===== src/rtl/cpu_dmem_pkg.sv =====
// rtl/cpu_dmem_pkg.sv - shared types for the CPU data-memory responder
package cpu_dmem_pkg;

    localparam int ADDR_W_DEF = 15;
    localparam int DATA_W_DEF = 16;

    typedef enum logic [1:0] {
        IDLE = 2'd0,
        WR   = 2'd1,
        RD   = 2'd2
    } state_e;

    typedef struct packed {
        logic [ADDR_W_DEF-1:0] addr;
        logic [DATA_W_DEF-1:0] data;
    } wb_entry_t;

endpackage


===== src/rtl/cpu_wbuf.sv =====
// rtl/cpu_wbuf.sv - posted-write FIFO with youngest-match read forwarding
module cpu_wbuf #(
    parameter int DEPTH  = 2,
    parameter int ADDR_W = 15,
    parameter int DATA_W = 16
) (
    input  logic              clk_i,
    input  logic              rst_i,
    input  logic              push_i,
    input  logic [ADDR_W-1:0] push_addr_i,
    input  logic [DATA_W-1:0] push_data_i,
    input  logic              pop_i,
    input  logic [ADDR_W-1:0] lookup_addr_i,
    output logic [ADDR_W-1:0] head_addr_o,
    output logic [DATA_W-1:0] head_data_o,
    output logic              full_o,
    output logic              empty_o,
    output logic              fwd_hit_o,
    output logic [DATA_W-1:0] fwd_data_o
);

    localparam int IDX_W = $clog2(DEPTH);
    localparam int PTR_W = IDX_W + 1;

    logic [ADDR_W-1:0] addr_mem [DEPTH];
    logic [DATA_W-1:0] data_mem [DEPTH];
    logic [PTR_W-1:0]  wr_ptr_q, rd_ptr_q;
    logic [PTR_W-1:0]  count;
    logic [IDX_W-1:0]  slot;

    assign count       = wr_ptr_q - rd_ptr_q;
    assign empty_o     = (wr_ptr_q == rd_ptr_q);
    assign full_o      = (wr_ptr_q[IDX_W] != rd_ptr_q[IDX_W]) &&
                         (wr_ptr_q[IDX_W-1:0] == rd_ptr_q[IDX_W-1:0]);
    assign head_addr_o = addr_mem[rd_ptr_q[IDX_W-1:0]];
    assign head_data_o = data_mem[rd_ptr_q[IDX_W-1:0]];

    always_ff @(posedge clk_i) begin
        if (rst_i) begin
            wr_ptr_q <= '0;
            rd_ptr_q <= '0;
        end else begin
            if (push_i && !full_o) begin
                wr_ptr_q <= wr_ptr_q + 1'b1;
            end
            if (pop_i && !empty_o) begin
                rd_ptr_q <= rd_ptr_q + 1'b1;
            end
        end
    end

    always_ff @(posedge clk_i) begin
        if (!rst_i && push_i && !full_o) begin
            addr_mem[wr_ptr_q[IDX_W-1:0]] <= push_addr_i;
            data_mem[wr_ptr_q[IDX_W-1:0]] <= push_data_i;
        end
    end

    // Walk oldest to youngest so the last match seen is the youngest write.
    always_comb begin
        fwd_hit_o  = 1'b0;
        fwd_data_o = '0;
        slot       = '0;
        for (int i = 0; i < DEPTH; i++) begin
            slot = rd_ptr_q[IDX_W-1:0] + IDX_W'(i);
            if ((PTR_W'(i) < count) && (addr_mem[slot] == lookup_addr_i)) begin
                fwd_hit_o  = 1'b1;
                fwd_data_o = data_mem[slot];
            end
        end
    end

endmodule


===== src/rtl/cpu_dmem_responder.sv =====
// rtl/cpu_dmem_responder.sv - CPU data port responder with posted writes and stalling reads
module cpu_dmem_responder
    import cpu_dmem_pkg::*;
#(
    parameter int WB_DEPTH = 2,
    parameter int ADDR_W   = ADDR_W_DEF,
    parameter int DATA_W   = DATA_W_DEF
) (
    input  logic              clk,
    input  logic              reset,
    input  logic [ADDR_W-1:0] data_addr,
    input  logic              read_m,
    input  logic              write_m,
    input  logic [DATA_W-1:0] out_m,
    output logic [DATA_W-1:0] in_m,
    output logic              stall,
    output logic              mem_req,
    output logic              mem_we,
    output logic [ADDR_W-1:0] mem_addr,
    output logic [DATA_W-1:0] mem_wdata,
    input  logic [DATA_W-1:0] mem_rdata,
    input  logic              mem_ack
);

    state_e            state_q, state_d;
    logic              rd_valid_q, rd_valid_d;
    logic [ADDR_W-1:0] rd_addr_q, rd_addr_d;
    logic [DATA_W-1:0] rd_data_q, rd_data_d;
    logic              mem_req_q, mem_req_d;
    logic              mem_we_q, mem_we_d;
    logic [ADDR_W-1:0] mem_addr_q, mem_addr_d;
    logic [DATA_W-1:0] mem_wdata_q, mem_wdata_d;

    logic              wb_full, wb_empty, fwd_hit;
    logic [DATA_W-1:0] fwd_data, head_data;
    logic [ADDR_W-1:0] head_addr;
    logic              rd_hit, hit, stall_int, push, pop;

    cpu_wbuf #(
        .DEPTH  (WB_DEPTH),
        .ADDR_W (ADDR_W),
        .DATA_W (DATA_W)
    ) u_wbuf (
        .clk_i         (clk),
        .rst_i         (reset),
        .push_i        (push),
        .push_addr_i   (data_addr),
        .push_data_i   (out_m),
        .pop_i         (pop),
        .lookup_addr_i (data_addr),
        .head_addr_o   (head_addr),
        .head_data_o   (head_data),
        .full_o        (wb_full),
        .empty_o       (wb_empty),
        .fwd_hit_o     (fwd_hit),
        .fwd_data_o    (fwd_data)
    );

    // stall must stay independent of write_m/out_m: the CPU gates write_m with it.
    assign rd_hit    = rd_valid_q && (rd_addr_q == data_addr);
    assign hit       = fwd_hit || rd_hit;
    assign stall_int = wb_full || (read_m && !hit);
    assign stall     = !reset && stall_int;
    assign in_m      = reset ? '0 : (fwd_hit ? fwd_data : rd_data_q);
    assign push      = write_m && !reset && !wb_full;
    assign pop       = (state_q == WR) && mem_ack;

    assign mem_req   = mem_req_q;
    assign mem_we    = mem_we_q;
    assign mem_addr  = mem_addr_q;
    assign mem_wdata = mem_wdata_q;

    always_comb begin
        state_d     = state_q;
        rd_valid_d  = rd_valid_q;
        rd_addr_d   = rd_addr_q;
        rd_data_d   = rd_data_q;
        mem_req_d   = mem_req_q;
        mem_we_d    = mem_we_q;
        mem_addr_d  = mem_addr_q;
        mem_wdata_d = mem_wdata_q;

        if (read_m && rd_hit && !stall_int) begin
            rd_valid_d = 1'b0;
        end
        if (push && rd_valid_q && (rd_addr_q == data_addr)) begin
            rd_data_d = out_m;
        end

        case (state_q)
            IDLE: begin
                if (!wb_empty) begin
                    state_d     = WR;
                    mem_req_d   = 1'b1;
                    mem_we_d    = 1'b1;
                    mem_addr_d  = head_addr;
                    mem_wdata_d = head_data;
                end else if (read_m && !hit) begin
                    state_d    = RD;
                    mem_req_d  = 1'b1;
                    mem_we_d   = 1'b0;
                    mem_addr_d = data_addr;
                end
            end
            WR: begin
                if (mem_ack) begin
                    state_d   = IDLE;
                    mem_req_d = 1'b0;
                    mem_we_d  = 1'b0;
                end
            end
            RD: begin
                if (mem_ack) begin
                    state_d    = IDLE;
                    mem_req_d  = 1'b0;
                    rd_valid_d = 1'b1;
                    rd_addr_d  = mem_addr_q;
                    rd_data_d  = mem_rdata;
                end
            end
            default: begin
                state_d   = IDLE;
                mem_req_d = 1'b0;
                mem_we_d  = 1'b0;
            end
        endcase
    end

    always_ff @(posedge clk) begin
        if (reset) begin
            state_q     <= IDLE;
            rd_valid_q  <= 1'b0;
            rd_addr_q   <= '0;
            rd_data_q   <= '0;
            mem_req_q   <= 1'b0;
            mem_we_q    <= 1'b0;
            mem_addr_q  <= '0;
            mem_wdata_q <= '0;
        end else begin
            state_q     <= state_d;
            rd_valid_q  <= rd_valid_d;
            rd_addr_q   <= rd_addr_d;
            rd_data_q   <= rd_data_d;
            mem_req_q   <= mem_req_d;
            mem_we_q    <= mem_we_d;
            mem_addr_q  <= mem_addr_d;
            mem_wdata_q <= mem_wdata_d;
        end
    end

endmodule

===== config.mk =====
export PLATFORM = sky130hd
export DESIGN_NAME = cpu_dmem_responder
export DESIGN_NICKNAME = d
export VERILOG_FILES = /design/src/rtl/cpu_dmem_pkg.sv /design/src/rtl/cpu_wbuf.sv /design/src/rtl/cpu_dmem_responder.sv
export SDC_FILE = /design/constraint.sdc
export NUM_CORES = 1
export LEC_CHECK = 0
export BUFFER_PORTS_ARGS = -buffer_cell sky130_fd_sc_hd__buf_2
export CAP_MARGIN = 0
export CORE_MARGIN = 3
export CORE_UTILIZATION = 55
export CTS_CLUSTER_SIZE = 14
export DETAILED_ROUTE_END_ITERATION = 12
export PLACE_DENSITY = 0.78
export SLEW_MARGIN = 10
export SYNTH_ARGS = -nofsm -noshare
export SYNTH_HDL_FRONTEND = slang
export SYNTH_SLANG_ARGS = --single-unit

===== constraint.sdc =====
create_clock -name clk -period 2.7 [get_ports clk]
set_input_delay 0.135 -clock clk [delete_from_list [all_inputs] [get_ports clk]]
set_output_delay 0.135 -clock clk [all_outputs]
set_load 0.01 [all_outputs]

==> reports/metrics.cfg, run 1 <==
[status]
status=finished with violations
violations=setup timing

[placed_design]
gp_congestion=0.917
dp_cells=826
portBuffers=101
placed_area_mm2=0.00721
hpwl_um=11200

[job]
maxCapViolCount=0

[synthesis]
yosysWarnings=0
synth_fp_nets=651
synth_cell_types=37
syn-cell-area_mm2=0.00641
ys_dominant_reg_cell=dfxtp_1
syn_avg_cell_area_um2=10.8
async_flop_share_pct=0
ys_ff_latch=134
synth_cells=595
synth-edff-count=62
seq_area_frac_synth_pct=51.5

[worst_setup_path]
rr_worst_depth=12
cp_max_fo=7
rr_endpoint=mem_addr[12]$_SDFFE_PP0P_
cp_cell_sequence=buf_12 -> mux2i_1 -> xnor2_1 -> nor4_2 -> nand4_1 -> mux2i_2 -> buf_6 -> mux2i_1 -> a211oi_2 -> buf_2
crit_family=multiplexers
crit_buf_inv=3
path_class=reg2out
critPathCaptureType=output port
max_stage_delay_ns=0.40
cp.required_ns=2.57
rrSetupSlack_ns=-0.10
start_kind=flop
crit_slowest_cell=dfxtp_4
arrival_ns=3.22
crit_top_cell=mux2i_1

[sta]
fin_crit_ns=3.36
hold_violations=0
drv_slew=0
clock_skew_ns=0.00863
fmax_ghz=0.298
setup_viol=29
rsz0062_at_grt=yes
slew_headroom_pct=29.3
timing_worst_slew_pin_value_ns=1.06
layout_setup_ws_ns=-0.657
fin_crit_sh_pct=124

[global_route]
grt_pass1_wl_um=28400
grt_max_degree=89
grt_use_total_pct=28.3
overflow=0
grt_pass1_vias=5397
antenna_found_initial=1

[die]
dieArea_mm2=0.0130
initial_core_util_pct=57.6
coreArea_mm2=0.0111
rows=38
ios=102
fp.dieW_um=114
die_h_um=114

[drt]
dr.first_iter.drc_count=571
drc_errors=0
drt-pass1-iter-count=5
wl_per_cell_um=22.0
wirelength_um=20000
ant_nets=0
via_count=5640
viasPerCell=6.21

[finish]
final_area_mm2=0.00867
final_cells=908
fin_nets=810
drive_gt1_share_pct=33.2
fin_util_pct=77.9
area_delta_synth_final_pct=35.2

[clock_tree]
root_buffer=clkbuf_16
htreeDepth=4
cts_buffers=17
clock_path_buffers=2
cts_tree=built
clock_latency_ns=0.43
path_clk_slew_ns=0.06
clock_sinks=134

[power]
power_per_cell_area_mw_per_mm2=638
ir_worst_vdd_v=0.000568
p_leak_nw=3.27

[worst_hold_path]
hp-class=in2reg
hold_end=rd_data_q[10]$_SDFF_PP0_
min_from=mem_rdata[10]
holdPathStages=3

## how the worst max path moves through the flow
| stage | startpoint | to | slack (ns) | cells after the start |
|---|---|---|---|---|
| 2_1_floorplan | u_wbuf.rd_ptr_q[0]$_SDFFE_PP0P_ | in_m[10] | 0.38 | 9 |
| 3_3_place_gp | u_wbuf.rd_ptr_q[0]$_SDFFE_PP0P_ | in_m[10] | 0.01 | 10 |
| 3_5_place_dp | u_wbuf.rd_ptr_q[0]$_SDFFE_PP0P_ | in_m[10] | -0.18 | 10 |
| 4_1_cts | u_wbuf.rd_ptr_q[0]$_SDFFE_PP0P_ | in_m[10] | -0.38 | 10 |
| 5_1_grt | u_wbuf.rd_ptr_q[0]$_SDFFE_PP0P_ | in_m[7] | -0.72 | 10 |
| 6_report | u_wbuf.rd_ptr_q[0]$_SDFFE_PP0P_ | in_m[7] | -0.66 | 10 |
## cells in the mapped netlist (5+ instances only)
master    number  share of area, %
nor4_1         6              0.59
buf_2          6              0.47
edfxtp_1      62                29
and2_1         5              0.49
a211oi_2      10               2.0
nor2b_1        7              0.68
mux2i_1       74                12
xnor2_1       47               6.4
inv_1          8              0.47
nand2_1       50               2.9
buf_1          6              0.35
nand4_1       10              0.98
nor2_1        60               3.5
a21oi_1       42               3.3
nand3_1       17               1.3
clkbuf_1      25               1.5
mux2_2         6               1.1
a211oi_1      38               4.4
dfxtp_1       72                22
a221o_1       15               2.3
## kinds of logic (layout without fill, tap and decap cells)
family | Yosys count | after routing | share of synthesized area, %
flops | 134 | 134 | 51.5
xor+xnor | 51 | 51 | 6.97
fa+ha+maj | 4 | 4 | 0.781
other cells | 0 | 1 | 0
compound gates | 113 | 113 | 13.0
simple gates | 163 | 163 | 11.7
mux | 80 | 80 | 12.6
buf+inv | 50 | 222 | 3.51
## report_power, final
part | leakage [nW] | total [W] | switching [W] | internal [W]
Combinational | 1.82 | 0.000950 | 0.000549 | 0.000401
Sequential | 1.16 | 0.00238 | 0.000104 | 0.00227
Clock | 0.284 | 0.00220 | 0.000897 | 0.00131
Total | 3.27 | 0.00553 | 0.00155 | 0.00398
## per-stage QoR
stage / hold slack [ns] / TNS (ns) / power, W / setup slack, ns
after CTS: 0.00742 / -5.07 / 0.00541 / -0.382
after global routing: 0.00846 / -11.25 / 0.00570 / -0.718
after global placement: 0.345 / 0 / 0.00318 / 0.0122
after detailed placement: 0.347 / -1.34 / 0.00322 / -0.176
final: 0.0156 / -9.48 / 0.00553 / -0.657
after floorplan: 0.234 / 0 / 0.00290 / 0.381
## worst min-delay path: cells and delay by family
kind | cells | cell delay (ns)
buf+inv | 1 | 0.10
simple gates | 1 | 0.10
compound gates | 1 | 0.06
## what timing repair did
item,4_1_cts,5_1_grt
hold buffers,26,0
setup buffers,6,14
gates resized for setup,26,48
pin swaps,3,16
endpoints found under the setup margin,17,17
gates cloned,3,1
hold endpoints to repair,43,0
## flip-flops by register name, indices dropped and copies added (netlist names), named ones only
signal and count:
mem_addr 15, state_q 2, rd_addr_q 15, mem_wdata 16, u_wbuf.wr_ptr_q 2, rd_valid_q 1, u_wbuf.rd_ptr_q 2, mem_we 1
mem_req 1, rd_data_q 16, u_wbuf.data_mem 32, u_wbuf.addr_mem 30
## per-layer routing
metal / global-route usage, % / up-vias / wire length [µm]
met4: 12.9 / 0 / 849
met5: 0 / - / 0
li1: - / 2487 / -
met3: 6.58 / 84 / 1690
met2: 44.0 / 347 / 9600
met1: 37.8 / 2722 / 7850
## cells in the final DEF, fill, tap and decap left out, types with 3 or more instances in the layout
cell           synthesis  layout
a21oi_1               42      42
ha_1                   4       3
nor2_1                60      60
mux2i_4                0      15
xnor2_2                0       6
a211oi_2              10      11
dfxtp_1               72      70
dlygate4sd3_1          0      26
nand2_1               50      49
clkbuf_16              0      19
nand3_1               17      17
nand4_1               10      10
buf_4                  2      37
xor2_1                 4       3
and2_1                 5       5
nor4_2                 2       6
inv_1                  8       8
clkbuf_8               0       3
mux2i_2                0      15
buf_2                  6     101
clkinv_4               0       4
mux2_2                 6       6
buf_12                 0       8
a221o_1               15      15
buf_6                  3       8
xnor2_1               47      41
mux2i_1               74      44
edfxtp_1              62      62
nor2b_1                7       7
a211oi_1              38      37
## final cells by class
type                            count  area, µm²
Multi-Input combinational cell    411       3240
Timing Repair Buffer              182       1350
Antenna cell                        1       2.50
Clock inverter                      9       66.3
Sequential cell                   134       3310
Tap cell                          140        175
Clock buffer                       23        499
Fill cell                         641       2450
Inverter                            8       30.0
No activity file was read; power rests on OpenSTA's default activity.
==> run 2, diff against run 1 <==
ABC_AREA = 1   (was unset)
PLACE_DENSITY = 0.77   (was 0.78)
TNS_END_PERCENT = 5   (was unset)
==> reports/metrics.cfg, run 2 <==
[status]
status=finished clean

[synthesis]
ys_ff_latch=134
synthTopCellsByCount=nand2_1, nor2_1, inv_1, nand3_1, dfxtp_1
yosysWarnings=0
synth_cell_types=29
synth.most_common_cell=nand2_1
syn-cell-area_mm2=0.00698
synth_top_cell_by_area=edfxtp_1
synth_top_area_share_pct=26.7
ys_dominant_reg_cell=dfxtp_1
synth-edff-count=62
async_flop_share_pct=0
synth_fp_nets=1034
syn_avg_cell_area_um2=7.13
synth_cells=978
seq_area_frac_synth_pct=47.3
ys_top_cells_by_area=edfxtp_1, dfxtp_1, nand2_1

[worst_setup_path]
start_kind=flop
cp.required_ns=2.57
arrival_ns=2.49
cp_max_fo=17
path_class=reg2out
critPathCaptureType=output port

[sta]
slew_headroom_pct=59.2
fmax_ghz=0.382
clock_skew_ns=0.00680
fin_crit_sh_pct=97.1
rsz0062_at_grt=yes
holdWs_ns=0.00886
hold_violations=0
tns_ns=0
fin_crit_ns=2.62
setup_viol=0
timing_worst_slew_pin_value_ns=0.612
drv_slew=0

[finish]
fin_nets=1164
fin_util_pct=72.3
largest_reg_flops=32
area_delta_synth_final_pct=26.5
diodes=0
final_cells=1289
drive_gt1_share_pct=16.9
layout.cells.most_common_list=nand2_1, nor2_1, buf_2
final_area_mm2=0.00882
layout_commonest_cell=nand2_1

[placed_design]
portBuffers=101
dp_cells=1221
placed_area_mm2=0.00765
gp_congestion=0.874
hpwl_um=12700

[global_route]
overflow=0
grt_use_total_pct=27.6
grt_pass1_wl_um=31200
grt_max_degree=53
grt_pass1_vias=6524
antenna_found_initial=0

[clock_tree]
htreeDepth=4
clock_latency_ns=0.42
clock_path_buffers=2
path_clk_slew_ns=0.06
clock_sinks=134
cts_tree=built
cts_buffers=17
root_buffer=clkbuf_16

[worst_hold_path]
hp-class=in2reg

[die]
ios=102
coreArea_mm2=0.0122
rows=40
initial_core_util_pct=57.1
fp.dieW_um=119
die_h_um=119
dieArea_mm2=0.0141

[drt]
drt-pass1-iter-count=8
wl_per_cell_um=15.3
dr.first_iter.drc_count=576
viasPerCell=5.40
ant_nets=0
wirelength_um=19700
drc_errors=0
via_count=6964

[job]
maxCapViolCount=0

[power]
power_per_cell_area_mw_per_mm2=677
p_leak_nw=4.20
ir_worst_vdd_v=0.000444

## run 2: changes by cell type after synthesis, moves of 47 or more
cell / previous run / this run
inv_1: 8 / 85
mux2i_1: 74 / 0
nand2_1: 50 / 337
nand3_1: 17 / 74
nor2_1: 60 / 112
o21ai_0: 2 / 66
xnor2_1: 47 / 0
## run 2: final timing paths
path	start	endpoint	slack, ns	depth (start not counted)
worst min register to register	mem_we$_SDFFE_PP0P_	mem_we$_SDFFE_PP0P_	0.46	2
worst max register to register	flop	mem_addr[1]$_SDFFE_PP0P_	0.45	13
worst min-delay path	mem_rdata[15]	rd_data_q[15]$_SDFF_PP0_	0.009	5
worst max-delay path	u_wbuf.rd_ptr_q[0]$_SDFFE_PP0P_	in_m[7]	0.08	14
## run 2: kinds of logic after synthesis
logic type | after synthesis | share of synthesized area [%]
DFF | 134 | 47.3
and+or+nand+nor | 536 | 30.9
buffers and inverters | 137 | 8.39
xor gates and xnor gates | 2 | 0.251
AOI/OAI and AO/OA | 165 | 12.4
adders and majority gates | 4 | 0.717
## run 2: routing by layer
metal | track usage [%] | share of wire [%] | vias up
li1 | - | - | 3432
met1 | 34.0 | 41 | 3214
met2 | 46.4 | 49 | 277
met3 | 6.99 | 7.5 | 41
met4 | 11.1 | 2.5 | 0
met5 | 0 | 0 | -
## run 2: per-stage QoR
stage	total power (W)	setup slack (ns)
after floorplan	0.00310	0.0107
after global placement	0.00345	0.345
after detailed placement	0.00346	0.282
after CTS	0.00597	0.00811
after global routing	0.00624	-0.0875
final	0.00598	0.0795
## run 2: worst max-delay path: stages, from the launching register on
cell       delay, ns
dfxtp_4         0.43
buf_8           0.15
nand2_1         0.07
nand3_1         0.08
nand2_1         0.06
nor2_1          0.12
nand2_1         0.08
nor2_2          0.15
nand2_4         0.11
buf_12          0.17
nand2_8         0.10
clkbuf_16       0.16
nor2_1          0.05
a211oi_1        0.17
buf_2           0.17
## run 2: cell type report
cell class,instances,area (µm²)
flip-flops and latches,134,3310
multi-input cells,707,3190
clock buffers,18,439
fillers,973,3390
repair inverters,1,8.76
clock inverters,14,195
inverters,91,359
repair buffers,156,1110
well taps,168,210
## run 2: power breakdown
group | internal, W | switching [W] | total (W) | leakage [nW]
registers | 0.00231 | 0.000109 | 0.00242 | 1.16
clock network | 0.00158 | 0.000907 | 0.00249 | 0.313
logic | 0.000392 | 0.000676 | 0.00107 | 2.73
## run 2: what timing repair did
item                       4_1_cts  5_1_grt
hold buffers                    29        0
setup endpoints to repair       16       16
pin swaps                        0        5
hold endpoints to repair        58        0
buffers inserted                 1        2
resized for setup               12       24
gates cloned                     2        2
